**src/rtl/seg_pkg.sv**
```systemverilog
// Shared definitions for the BCD counter / seven-segment display slice:
// segment patterns in gfe_dcba order, the blank pattern and the BCD digit type.
package seg_pkg;

    typedef logic [3:0] bcd_t;

    localparam logic [6:0] SEG_0     = 7'h3f;
    localparam logic [6:0] SEG_1     = 7'h06;
    localparam logic [6:0] SEG_2     = 7'h5b;
    localparam logic [6:0] SEG_3     = 7'h4f;
    localparam logic [6:0] SEG_4     = 7'h66;
    localparam logic [6:0] SEG_5     = 7'h6d;
    localparam logic [6:0] SEG_6     = 7'h7d;
    localparam logic [6:0] SEG_7     = 7'h07;
    localparam logic [6:0] SEG_8     = 7'h7f;
    localparam logic [6:0] SEG_9     = 7'h6f;
    localparam logic [6:0] SEG_BLANK = 7'h00;

    // Loaded nibbles above 9 are not legal BCD; they saturate to 9.
    function automatic bcd_t clamp_bcd(input logic [3:0] nib);
        return (nib > 4'd9) ? 4'd9 : nib;
    endfunction

endpackage

```
**src/rtl/seven_seg_decode.sv**
```systemverilog
// Combinational BCD to gfe_dcba segment decoder with a blank override.
module seven_seg_decode
    import seg_pkg::*;
(
    input  bcd_t       digit,
    input  logic       blank,
    output logic [6:0] seg
);

    always_comb begin
        seg = SEG_BLANK;
        if (!blank) begin
            case (digit)
                4'd0:    seg = SEG_0;
                4'd1:    seg = SEG_1;
                4'd2:    seg = SEG_2;
                4'd3:    seg = SEG_3;
                4'd4:    seg = SEG_4;
                4'd5:    seg = SEG_5;
                4'd6:    seg = SEG_6;
                4'd7:    seg = SEG_7;
                4'd8:    seg = SEG_8;
                4'd9:    seg = SEG_9;
                default: seg = SEG_BLANK;
            endcase
        end
    end

endmodule

```
**src/rtl/bcd_count_seg_mux.sv**
```systemverilog
// Multi-digit BCD up/down counter with load and wrap flag, driving a
// time-multiplexed seven-segment display from a single clock domain.
module bcd_count_seg_mux
    import seg_pkg::*;
#(
    parameter int NUM_DIGITS     = 4,
    parameter int TICK_DIV       = 10,
    parameter int SCAN_DIV       = 4,
    parameter int SEL_ACTIVE_LOW = 1,
    parameter int SEG_ACTIVE_LOW = 0,
    parameter int BLANK_LZ       = 1
) (
    input  logic                    CLK,
    input  logic                    RESET_N,
    input  logic                    EN,
    input  logic                    UP,
    input  logic                    LOAD,
    input  logic [4*NUM_DIGITS-1:0] LOAD_VAL,
    output logic [4*NUM_DIGITS-1:0] COUNT,
    output logic                    WRAP,
    output logic [6:0]              SEG_C,
    output logic [NUM_DIGITS-1:0]   SEG_SEL
);

    localparam int PW = (TICK_DIV > 1) ? $clog2(TICK_DIV) : 1;
    localparam int SW = (SCAN_DIV > 1) ? $clog2(SCAN_DIV) : 1;
    localparam int IW = (NUM_DIGITS > 1) ? $clog2(NUM_DIGITS) : 1;

    localparam logic [PW-1:0] PRESC_LAST = PW'(TICK_DIV - 1);
    localparam logic [SW-1:0] SCAN_LAST  = SW'(SCAN_DIV - 1);
    localparam logic [IW-1:0] IDX_LAST   = IW'(NUM_DIGITS - 1);

    localparam logic [6:0]            SEG_POL = (SEG_ACTIVE_LOW != 0) ? 7'h7f : 7'h00;
    localparam logic [NUM_DIGITS-1:0] SEL_OFF = (SEL_ACTIVE_LOW != 0) ? '1 : '0;

    logic [PW-1:0]         presc_q;
    logic                  tick;
    logic [NUM_DIGITS-1:0] dig_max;
    logic [NUM_DIGITS-1:0] dig_min;
    logic                  all_max;
    logic                  all_min;

    // ---- prescaler: one count step every TICK_DIV enabled cycles ----
    assign tick = EN && (presc_q == PRESC_LAST);

    always_ff @(posedge CLK or negedge RESET_N) begin
        if (!RESET_N) begin
            presc_q <= '0;
        end else if (LOAD || tick) begin
            presc_q <= '0;
        end else if (EN) begin
            presc_q <= presc_q + PW'(1);
        end
    end

    // ---- BCD digit array: a digit steps when every lower digit is at its limit ----
    for (genvar i = 0; i < NUM_DIGITS; i++) begin : g_digit
        localparam logic [NUM_DIGITS-1:0] LOWER = NUM_DIGITS'((1 << i) - 1);

        bcd_t digit_q;
        bcd_t digit_nxt;
        logic step;

        assign dig_max[i] = (digit_q == 4'd9);
        assign dig_min[i] = (digit_q == 4'd0);
        assign step       = UP ? &(dig_max | ~LOWER) : &(dig_min | ~LOWER);

        always_comb begin
            digit_nxt = digit_q;
            if (step) begin
                if (UP) begin
                    digit_nxt = dig_max[i] ? 4'd0 : digit_q + 4'd1;
                end else begin
                    digit_nxt = dig_min[i] ? 4'd9 : digit_q - 4'd1;
                end
            end
        end

        always_ff @(posedge CLK or negedge RESET_N) begin
            if (!RESET_N) begin
                digit_q <= '0;
            end else if (LOAD) begin
                digit_q <= clamp_bcd(LOAD_VAL[4*i +: 4]);
            end else if (tick) begin
                digit_q <= digit_nxt;
            end
        end

        assign COUNT[4*i +: 4] = digit_q;
    end

    assign all_max = &dig_max;
    assign all_min = &dig_min;

    // A tick discarded by LOAD must not report a wrap.
    always_ff @(posedge CLK or negedge RESET_N) begin
        if (!RESET_N) begin
            WRAP <= 1'b0;
        end else begin
            WRAP <= tick && !LOAD && (UP ? all_max : all_min);
        end
    end

    // ---- scan divider and display position ----
    logic [SW-1:0] scan_div_q;
    logic [IW-1:0] scan_idx_q;

    always_ff @(posedge CLK or negedge RESET_N) begin
        if (!RESET_N) begin
            scan_div_q <= '0;
            scan_idx_q <= '0;
        end else if (scan_div_q == SCAN_LAST) begin
            scan_div_q <= '0;
            scan_idx_q <= (scan_idx_q == IDX_LAST) ? '0 : scan_idx_q + IW'(1);
        end else begin
            scan_div_q <= scan_div_q + SW'(1);
        end
    end

    // ---- blanking: lz[i] is set when digits i..NUM_DIGITS-1 are all zero ----
    logic [NUM_DIGITS-1:0] lz;
    bcd_t                  cur_digit;
    logic                  cur_blank;
    logic [6:0]            seg_raw;
    logic [NUM_DIGITS-1:0] sel_hot;

    always_comb begin
        logic run;
        run = 1'b1;
        lz  = '0;
        for (int i = NUM_DIGITS - 1; i >= 0; i--) begin
            run   = run & dig_min[i];
            lz[i] = run;
        end
    end

    assign cur_digit = COUNT[4*scan_idx_q +: 4];
    assign cur_blank = (BLANK_LZ != 0) && (scan_idx_q != '0) && lz[scan_idx_q];
    assign sel_hot   = NUM_DIGITS'(1) << scan_idx_q;

    seven_seg_decode u_decode (
        .digit (cur_digit),
        .blank (cur_blank),
        .seg   (seg_raw)
    );

    // ---- output register: held inactive for the first edge after reset ----
    logic disp_vld_p0;

    always_ff @(posedge CLK or negedge RESET_N) begin
        if (!RESET_N) begin
            disp_vld_p0 <= 1'b0;
            SEG_C       <= SEG_BLANK ^ SEG_POL;
            SEG_SEL     <= SEL_OFF;
        end else begin
            disp_vld_p0 <= 1'b1;
            if (disp_vld_p0) begin
                SEG_C   <= seg_raw ^ SEG_POL;
                SEG_SEL <= sel_hot ^ SEL_OFF;
            end
        end
    end

endmodule
```
**config.mk**
```make
export PLATFORM = sky130hd
export DESIGN_NAME = bcd_count_seg_mux
export DESIGN_NICKNAME = d
export VERILOG_FILES = /design/src/rtl/seg_pkg.sv /design/src/rtl/seven_seg_decode.sv /design/src/rtl/bcd_count_seg_mux.sv
export SDC_FILE = /design/constraint.sdc
export NUM_CORES = 1
export LEC_CHECK = 0
export CAP_MARGIN = 20
export CORE_ASPECT_RATIO = 1.4
export CORE_MARGIN = 1.5
export CORE_UTILIZATION = 30
export CTS_BUF_LIST = sky130_fd_sc_hd__clkbuf_4 sky130_fd_sc_hd__clkbuf_8
export CTS_CLUSTER_DIAMETER = 150
export CTS_CLUSTER_SIZE = 24
export DETAILED_ROUTE_END_ITERATION = 8
export PLACE_DENSITY = 0.55
export REMOVE_ABC_BUFFERS = 1
export SLEW_MARGIN = 20
export SYNTH_ARGS = -nofsm -noshare
export SYNTH_HDL_FRONTEND = slang
export SYNTH_HIERARCHICAL = 1
export SYNTH_SLANG_ARGS = --single-unit
export TNS_END_PERCENT = 20
```
**constraint.sdc**
```tcl
create_clock -name CLK -period 5.8 [get_ports CLK]
set_input_delay 1.16 -clock CLK [delete_from_list [all_inputs] [get_ports CLK]]
set_output_delay 1.16 -clock CLK [all_outputs]
set_load 0.05 [all_outputs]
```
==> results of run 1 <==
synth_stat cells (2+ instances only):
library cell / instances
sky130_fd_sc_hd__nand2_1: 16
sky130_fd_sc_hd__nand3b_1: 4
sky130_fd_sc_hd__a21boi_0: 2
sky130_fd_sc_hd__or3_1: 2
sky130_fd_sc_hd__mux2_2: 10
sky130_fd_sc_hd__nand2b_1: 7
sky130_fd_sc_hd__buf_1: 3
sky130_fd_sc_hd__inv_1: 14
sky130_fd_sc_hd__nor2b_1: 6
sky130_fd_sc_hd__xor2_1: 6
sky130_fd_sc_hd__a21oi_1: 8
sky130_fd_sc_hd__xnor2_1: 8
sky130_fd_sc_hd__ha_1: 12
sky130_fd_sc_hd__a31oi_1: 4
sky130_fd_sc_hd__or2_1: 2
sky130_fd_sc_hd__nor2_1: 19
sky130_fd_sc_hd__buf_6: 2
sky130_fd_sc_hd__o21a_1: 3
sky130_fd_sc_hd__or4_1: 2
sky130_fd_sc_hd__dfrtp_1: 33
sky130_fd_sc_hd__nor4_1: 4
sky130_fd_sc_hd__mux4_2: 4
sky130_fd_sc_hd__o22ai_1: 5
sky130_fd_sc_hd__o21ai_1: 6
sky130_fd_sc_hd__a2111oi_0: 2
sky130_fd_sc_hd__mux2i_1: 14
sky130_fd_sc_hd__o21ai_0: 28
sky130_fd_sc_hd__clkbuf_1: 22
sky130_fd_sc_hd__nor3_1: 5
sky130_fd_sc_hd__a21o_1: 2
sky130_fd_sc_hd__and4b_1: 5
sky130_fd_sc_hd__o31ai_1: 2
sky130_fd_sc_hd__nand3_1: 10
sky130_fd_sc_hd__nor4bb_1: 2
sky130_fd_sc_hd__dfstp_2: 4
sequential cells by signal (all words and copies together), names as in the netlist:
name,cells
SEG_C,7
SEG_SEL,4
WRAP,1
disp_vld_p0,1
g_digit.digit_q,16
presc_q,4
scan_div_q,2
scan_idx_q,2
stage by stage:
stage	worst slack, ps	util	cells	hold WS [ps]	instance area, µm²
2_1_floorplan	2510	-	275	403	2620
3_3_place_gp	2390	0.364	433	415	3250
3_5_place_dp	2350	0.364	433	421	3250
4_1_cts	2660	0.375	441	431	3350
5_1_grt	2500	0.375	441	455	3350
6_report	2640	0.375	441	428	3350
power by group through the flow:
stage | Combinational [W] | Sequential (W) | Clock [W]
floorplan | 0.000119 | 0.000434 | 0
global placement | 0.000315 | 0.000355 | 0
detailed placement | 0.000317 | 0.000354 | 0
CTS | 0.000318 | 0.000349 | 0.000208
global route | 0.000341 | 0.000359 | 0.000214
finish | 0.000314 | 0.000349 | 0.000198
area by class of cell:
cell class | count | area (µm²)
Clock buffer | 7 | 96.3
Timing Repair Buffer | 51 | 498
Multi-Input combinational cell | 223 | 1630
Fill cell | 960 | 5580
Sequential cell | 37 | 931
Tap cell | 107 | 134
Clock inverter | 1 | 5.00
Inverter | 15 | 56.3
per-layer routing:
| metal | GRT usage | wire length, µm | up-vias |
|---|---|---|---|
| met5 | 0 | 0 | - |
| met3 | 0.0171 | 156 | 4 |
| met1 | 0.151 | 2610 | 1110 |
| met2 | 0.252 | 3270 | 40 |
| li1 | - | - | 1134 |
| met4 | 0.0415 | 69 | 0 |
cell families (layout without fill, tap and decap cells):
kind of cell	count (synthesis)	after routing	synth area share
buffers and inverters	43	74	0.0649
other	1	1	0.00137
AO/OA/AOI/OAI	75	75	0.173
XOR/XNOR	14	14	0.0448
multiplexers	28	28	0.125
flip-flops	37	37	0.340
adder cells (fa/ha/maj)	12	12	0.0549
AND/OR/NAND/NOR	93	93	0.196
how the worst max path moves through the flow:
stage | startpoint | to | slack, ps
floorplan | g_digit[2].digit_q[3]$_DFFE_PN0P_ | SEG_C[0]$_DFFE_PN0P_ | 2510
global placement | UP | g_digit[3].digit_q[1]$_DFFE_PN0P_ | 2390
detailed placement | UP | g_digit[3].digit_q[1]$_DFFE_PN0P_ | 2350
CTS | UP | g_digit[3].digit_q[1]$_DFFE_PN0P_ | 2660
global route | UP | g_digit[3].digit_q[1]$_DFFE_PN0P_ | 2500
finish | UP | g_digit[3].digit_q[1]$_DFFE_PN0P_ | 2640
==> impl_summary.txt, run 1 <==
----------------------------------------------------
[GRT]
  Combined global-route utilization of all metal layers ... 0.131
  GRT overflow ... 0
  Largest net degree at the start of global routing ... 38
  Antenna violations before repair ... 0
  First-pass GRT wire length ... 10500 µm
  Vias in the first global route ... 2206

[Floorplan]
  Die outline width ... 83.7 µm
  Total Die Area ... 0.00971 mm²
  Core Rows ... 41
  Placeable Area ... 0.00893 mm²
  Starting utilization of the core area ... 0.307
  Vertical extent of the die ... 116 µm
  Top-level I/O count ... 49

[Critical path]
  Family with the most delay on the worst path ... simple AND/OR/NAND/NOR gates
  Worst flop-to-flop path startpoint ... g_digit[2].digit_q[3]$_DFFE_PN0P_
  Largest fanout of any net on the critical path ... 36
  Arr. time, crit path ... 3310 ps
  Number of gates on the worst path with buffers counted ... 7
  Type of the worst setup path ... input port to flip-flop
  Worst r2r path cells ... 8
  Maximum cell stage delay along the critical path ... 630 ps
  Cell with the largest stage delay on the worst path ... sky130_fd_sc_hd__or4_1
  Reg2Reg Capture Point ... SEG_C[0]$_DFFE_PN0P_
  Buffers & Inverters on Critical Path ... 2
  CP endpoint kind ... flip-flop
  Cell-by-cell trace of the critical path ... clkdlybuf4s50_1 -> buf_4 -> or4_1 -> nor4_2 -> o21ai_1 -> a221oi_1 -> a31oi_1
  Internal reg-to-reg setup slack ... 3110 ps
  Required time of the worst setup path ... 5950 ps
  Critical path launch point type ... input port

[Yosys]
  Post-synthesis instance area ... 0.00274 mm²
  Count of flip-flops with a built-in enable after synthesis ... 0
  Yosys warnings ... 6
  Area share of the largest cell type after synthesis ... 0.302
  Cell type with the highest aggregate area in the netlist ... sky130_fd_sc_hd__dfrtp_1
  Unique cell type count in the Yosys netlist ... 60
  Leading cell types by total area after synthesis ... sky130_fd_sc_hd__dfrtp_1 (30%), sky130_fd_sc_hd__ha_1 (5.5%), sky130_fd_sc_hd__mux2i_1 (5.1%), sky130_fd_sc_hd__o21ai_0 (5.1%), sky130_fd_sc_hd__mux2_2 (4.1%)
  Mapped Cells ... 303
  Most common flop cell mapped by yosys ... sky130_fd_sc_hd__dfrtp_1
  Async S/R FF share, synth ... 1.00
  Sequential-to-total area share from yosys stat ... 0.340
  Register bit count reported by yosys ... 37
  Mean cell area of the mapped netlist ... 9.03 µm²

[STA]
  Max-slew headroom at the worst pin ... 0.451
  Final min period ... 3160 ps
  Setup TNS ... 0 ps
  Worst Skew ... 8.12 ps
  Worst slew pin tran ... 824 ps
  Pins Over Slew Limit ... 0
  # setup viols final ... 0
  Highest achievable clock rate ... 316 MHz
  Final Hold Vio Count ... 0
  Final period util ... 0.545
  RSZ-0062 raised after global routing ... no

[Final layout]
  Area growth from synthesis to layout ... 22.4%
  Final antenna diode count ... 0
  Nets ... 366
  Highest-count cells in the layout ignoring fill and taps ... sky130_fd_sc_hd__clkdlybuf4s50_1 (47), sky130_fd_sc_hd__dfrtp_1 (33), sky130_fd_sc_hd__o21ai_0 (28), sky130_fd_sc_hd__nor2_1 (19), sky130_fd_sc_hd__nand2_1 (16)
  Most common cell after layout, fill and taps aside ... sky130_fd_sc_hd__clkdlybuf4s50_1
  Fraction of layout cells with a size suffix above 1 ... 0.111

[Power and ir drop]
  Areal power density over the cells ... 257 mW/mm²
  Relative contribution of combinational cells to total power ... 0.365
  Power Total ... 0.000861 W
  Switching fraction of total power ... 0.385
  Clock network fraction of total power ... 0.230
  Standby leakage power ... 1.34 nW
  Internal power ... 0.000530 W
  Net Sw Power ... 0.000332 W
  Sequential share of power ... 0.406
  Maximum VDD drop ... 0.122 mV

[CTS]
  Library cell used as clock root buffer ... sky130_fd_sc_hd__clkbuf_8
  CTS sink count ... 37
  Later-pin clock latency in the skew report ... 280 ps
  Clk slew on worst S/H paths ... 70 ps
  Number of resized instances in the post-cts repair step ... 0
  Maximum number of buffers from clock root to sink ... 2
  TritonCTS clock tree ... built
  Number of H-tree branching levels ... 2
  Post-CTS Setup Repair Bufs ... 0
  Hold_buf cts ... 0
  Total clock buffers created by CTS ... 5

[Route]
  Pre-Repair DR Iteration Count ... 4
  Vias ... 2288
  Final ANT Viol Nets ... 0
  Routed vias/inst ... 5.19
  Total wire length ... 6110 µm
  Count of unresolved DRC violations after routing ... 0
  Number of DRC violations after detailed-routing iteration 0 ... 95
  Detailed-route wire length per cell ... 13.9 µm

[Hold path]
  Hold Path Class ... flip-flop to flip-flop
  Min-Delay Startpoint ... scan_div_q[0]$_DFF_PN0_
  Worst hold endpoint ... scan_div_q[0]$_DFF_PN0_
  Number of cells traversed by the worst hold path ... 1

[Run]
  Number of maximum-capacitance constraint violations ... 0

[Place]
  Detail Placement HPWL ... 4510 µm
  Port bufs ... 48
  Final weighted congestion of routability-driven global placement ... 0.752

[Outcome]
  Run status ... complete, no violations

----------------------------------------------------
No activity file was read; power rests on OpenSTA's default activity.
==> run 2, diff against run 1 <==
PLACE_DENSITY = 0.57   (was 0.55)
clock period = 2.8 ns   (was 5.8 ns; I/O delays follow)
==> impl_summary.txt, run 2 (synthesis gave the netlist of run 1 again) <==
----------------------------------------------------
[Final layout]
  Top Registers ... g_digit.digit_q x16, SEG_C x7
  Number of flip-flops under the largest register name ... 16
  Most common cell after layout, fill and taps aside ... sky130_fd_sc_hd__clkdlybuf4s50_1
  Top reg by flops ... g_digit.digit_q
  Nets ... 379
  Final Util ... 0.388
  Final antenna diode count ... 0
  Fraction of layout cells with a size suffix above 1 ... 0.144
  Area growth from synthesis to layout ... 26.7%
  Highest-count cells in the layout ignoring fill and taps ... sky130_fd_sc_hd__clkdlybuf4s50_1 (47), sky130_fd_sc_hd__dfrtp_1 (33), sky130_fd_sc_hd__o21ai_0 (28), sky130_fd_sc_hd__nor2_1 (19)

[Critical path]
  CP endpoint kind ... flip-flop
  Type of the worst setup path ... flip-flop to flip-flop
  Critical path launch point type ... flip-flop
  Setup crit start ... g_digit[2].digit_q[2]$_DFFE_PN0P_
  Internal reg-to-reg setup slack ... 290 ps
  Required time of the worst setup path ... 2980 ps
  Largest fanout of any net on the critical path ... 8
  Arr. time, crit path ... 2690 ps
  Worst flop-to-flop path startpoint ... g_digit[2].digit_q[2]$_DFFE_PN0P_

[Floorplan]
  Core Rows ... 41
  Top-level I/O count ... 49
  Die outline width ... 83.7 µm
  Placeable Area ... 0.00893 mm²
  Total Die Area ... 0.00971 mm²
  Starting utilization of the core area ... 0.307
  Vertical extent of the die ... 116 µm

[Outcome]
  Run status ... complete, no violations

[GRT]
  Combined global-route utilization of all metal layers ... 0.142
  First-pass GRT wire length ... 11100 µm
  Vias in the first global route ... 2370
  Antenna violations before repair ... 0
  Largest net degree at the start of global routing ... 38
  GRT overflow ... 0

[STA]
  Setup TNS ... 0 ps
  Final Hold Vio Count ... 0
  Worst Skew ... 7.80 ps
  Worst Setup Slack, final ... 290 ps
  Worst slew pin tran ... 812 ps
  # setup viols final ... 0
  RSZ-0062 raised after global routing ... no
  Final min period ... 2510 ps
  Max-slew headroom at the worst pin ... 0.459
  Pins Over Slew Limit ... 0
  Final period util ... 0.897
  Highest achievable clock rate ... 398 MHz
  Worst hold slack across all endpoints ... 359 ps

[CTS]
  Number of H-tree branching levels ... 2
  Clk slew on worst S/H paths ... 80 ps
  Total clock buffers created by CTS ... 5
  Library cell used as clock root buffer ... sky130_fd_sc_hd__clkbuf_8
  Maximum number of buffers from clock root to sink ... 2
  Later-pin clock latency in the skew report ... 290 ps
  Post-CTS Setup Repair Bufs ... 0
  CTS sink count ... 37
  TritonCTS clock tree ... built

[Place]
  Final weighted congestion of routability-driven global placement ... 0.824
  Post-placement worst setup slack ... 167 ps
  Port bufs ... 48
  Detail Placement HPWL ... 4780 µm

[Route]
  Final ANT Viol Nets ... 0
  Total wire length ... 6440 µm
  Pre-Repair DR Iteration Count ... 4
  Count of unresolved DRC violations after routing ... 0
  Routed vias/inst ... 5.24
  Detailed-route wire length per cell ... 14.2 µm
  Number of DRC violations after detailed-routing iteration 0 ... 134
  Vias ... 2381

[Power and ir drop]
  Areal power density over the cells ... 552 mW/mm²
  Maximum VDD drop ... 0.333 mV
  Standby leakage power ... 1.42 nW
  Power Total ... 0.00191 W

[Run]
  Number of maximum-capacitance constraint violations ... 0

[Hold path]
  Hold Path Class ... input port to asynchronous set/reset pin

----------------------------------------------------
## run 2: cell types whose count changed in the layout (fill, tap and decap cells not counted), sizes merged
| cell | change |
|---|---|
| buf | +13 |
| clkinv | -1 |
| bufinv | +1 |
## run 2: cell type report
| cell class | count | area, µm² |
|---|---|---|
| clock buffer | 7 | 90.1 |
| clock inverter | 1 | 30.0 |
| fill | 926 | 5460 |
| inverter | 15 | 56.3 |
| multi-input combinational | 223 | 1630 |
| sequential | 37 | 931 |
| tap | 107 | 134 |
| timing repair buffer | 64 | 596 |
## run 2: stage by stage
step                cells  cell area [µm²]
finish                454             3470
global placement      446             3340
floorplan             275             2620
CTS                   454             3460
global route          454             3470
detailed placement    446             3340
## run 2: metal layers
metal  global-route usage  vias to the layer above  routed length, µm
li1                     -                     1176                  -
met1                0.157                     1163               2610
met2                0.269                       38               3550
met3               0.0285                        4                217
met4               0.0525                        0                 66
met5                    0                        -                  0
## run 2: timing repair
action                                 in CTS  in global routing
hold buffers                                0                  0
endpoints found under the hold margin       0                  0
gates resized for setup                     0                  1
setup endpoints to repair                   0                  1
## run 2: worst max-delay path: stages (launching register included)
cell                        delay [ps]
sky130_fd_sc_hd__dfrtp_1           380
sky130_fd_sc_hd__or4_1             610
sky130_fd_sc_hd__o21bai_1          200
sky130_fd_sc_hd__a2111oi_1         410
sky130_fd_sc_hd__buf_4             220
sky130_fd_sc_hd__or2_1             150
sky130_fd_sc_hd__a21o_1            110
sky130_fd_sc_hd__o31ai_1            70
sky130_fd_sc_hd__mux2_2            260
## run 2: final timing paths
path / to / cells after the start
worst max register to register: SEG_C[0]$_DFFE_PN0P_ / 8
worst min-delay path: g_digit[0].digit_q[0]$_DFFE_PN0N_ / 1
worst min register to register: scan_div_q[0]$_DFF_PN0_ / 1
min in group CLK: scan_div_q[0]$_DFF_PN0_ / 1
max in group asynchronous: g_digit[3].digit_q[0]$_DFFE_PN0P_ / 1
worst max-delay path: SEG_C[0]$_DFFE_PN0P_ / 8
## run 2: where the power goes
part           switching [W]  internal [W]  total, W
registers          0.0000541      0.000596  0.000650
clock network       0.000194      0.000300  0.000495
logic               0.000458      0.000312  0.000770
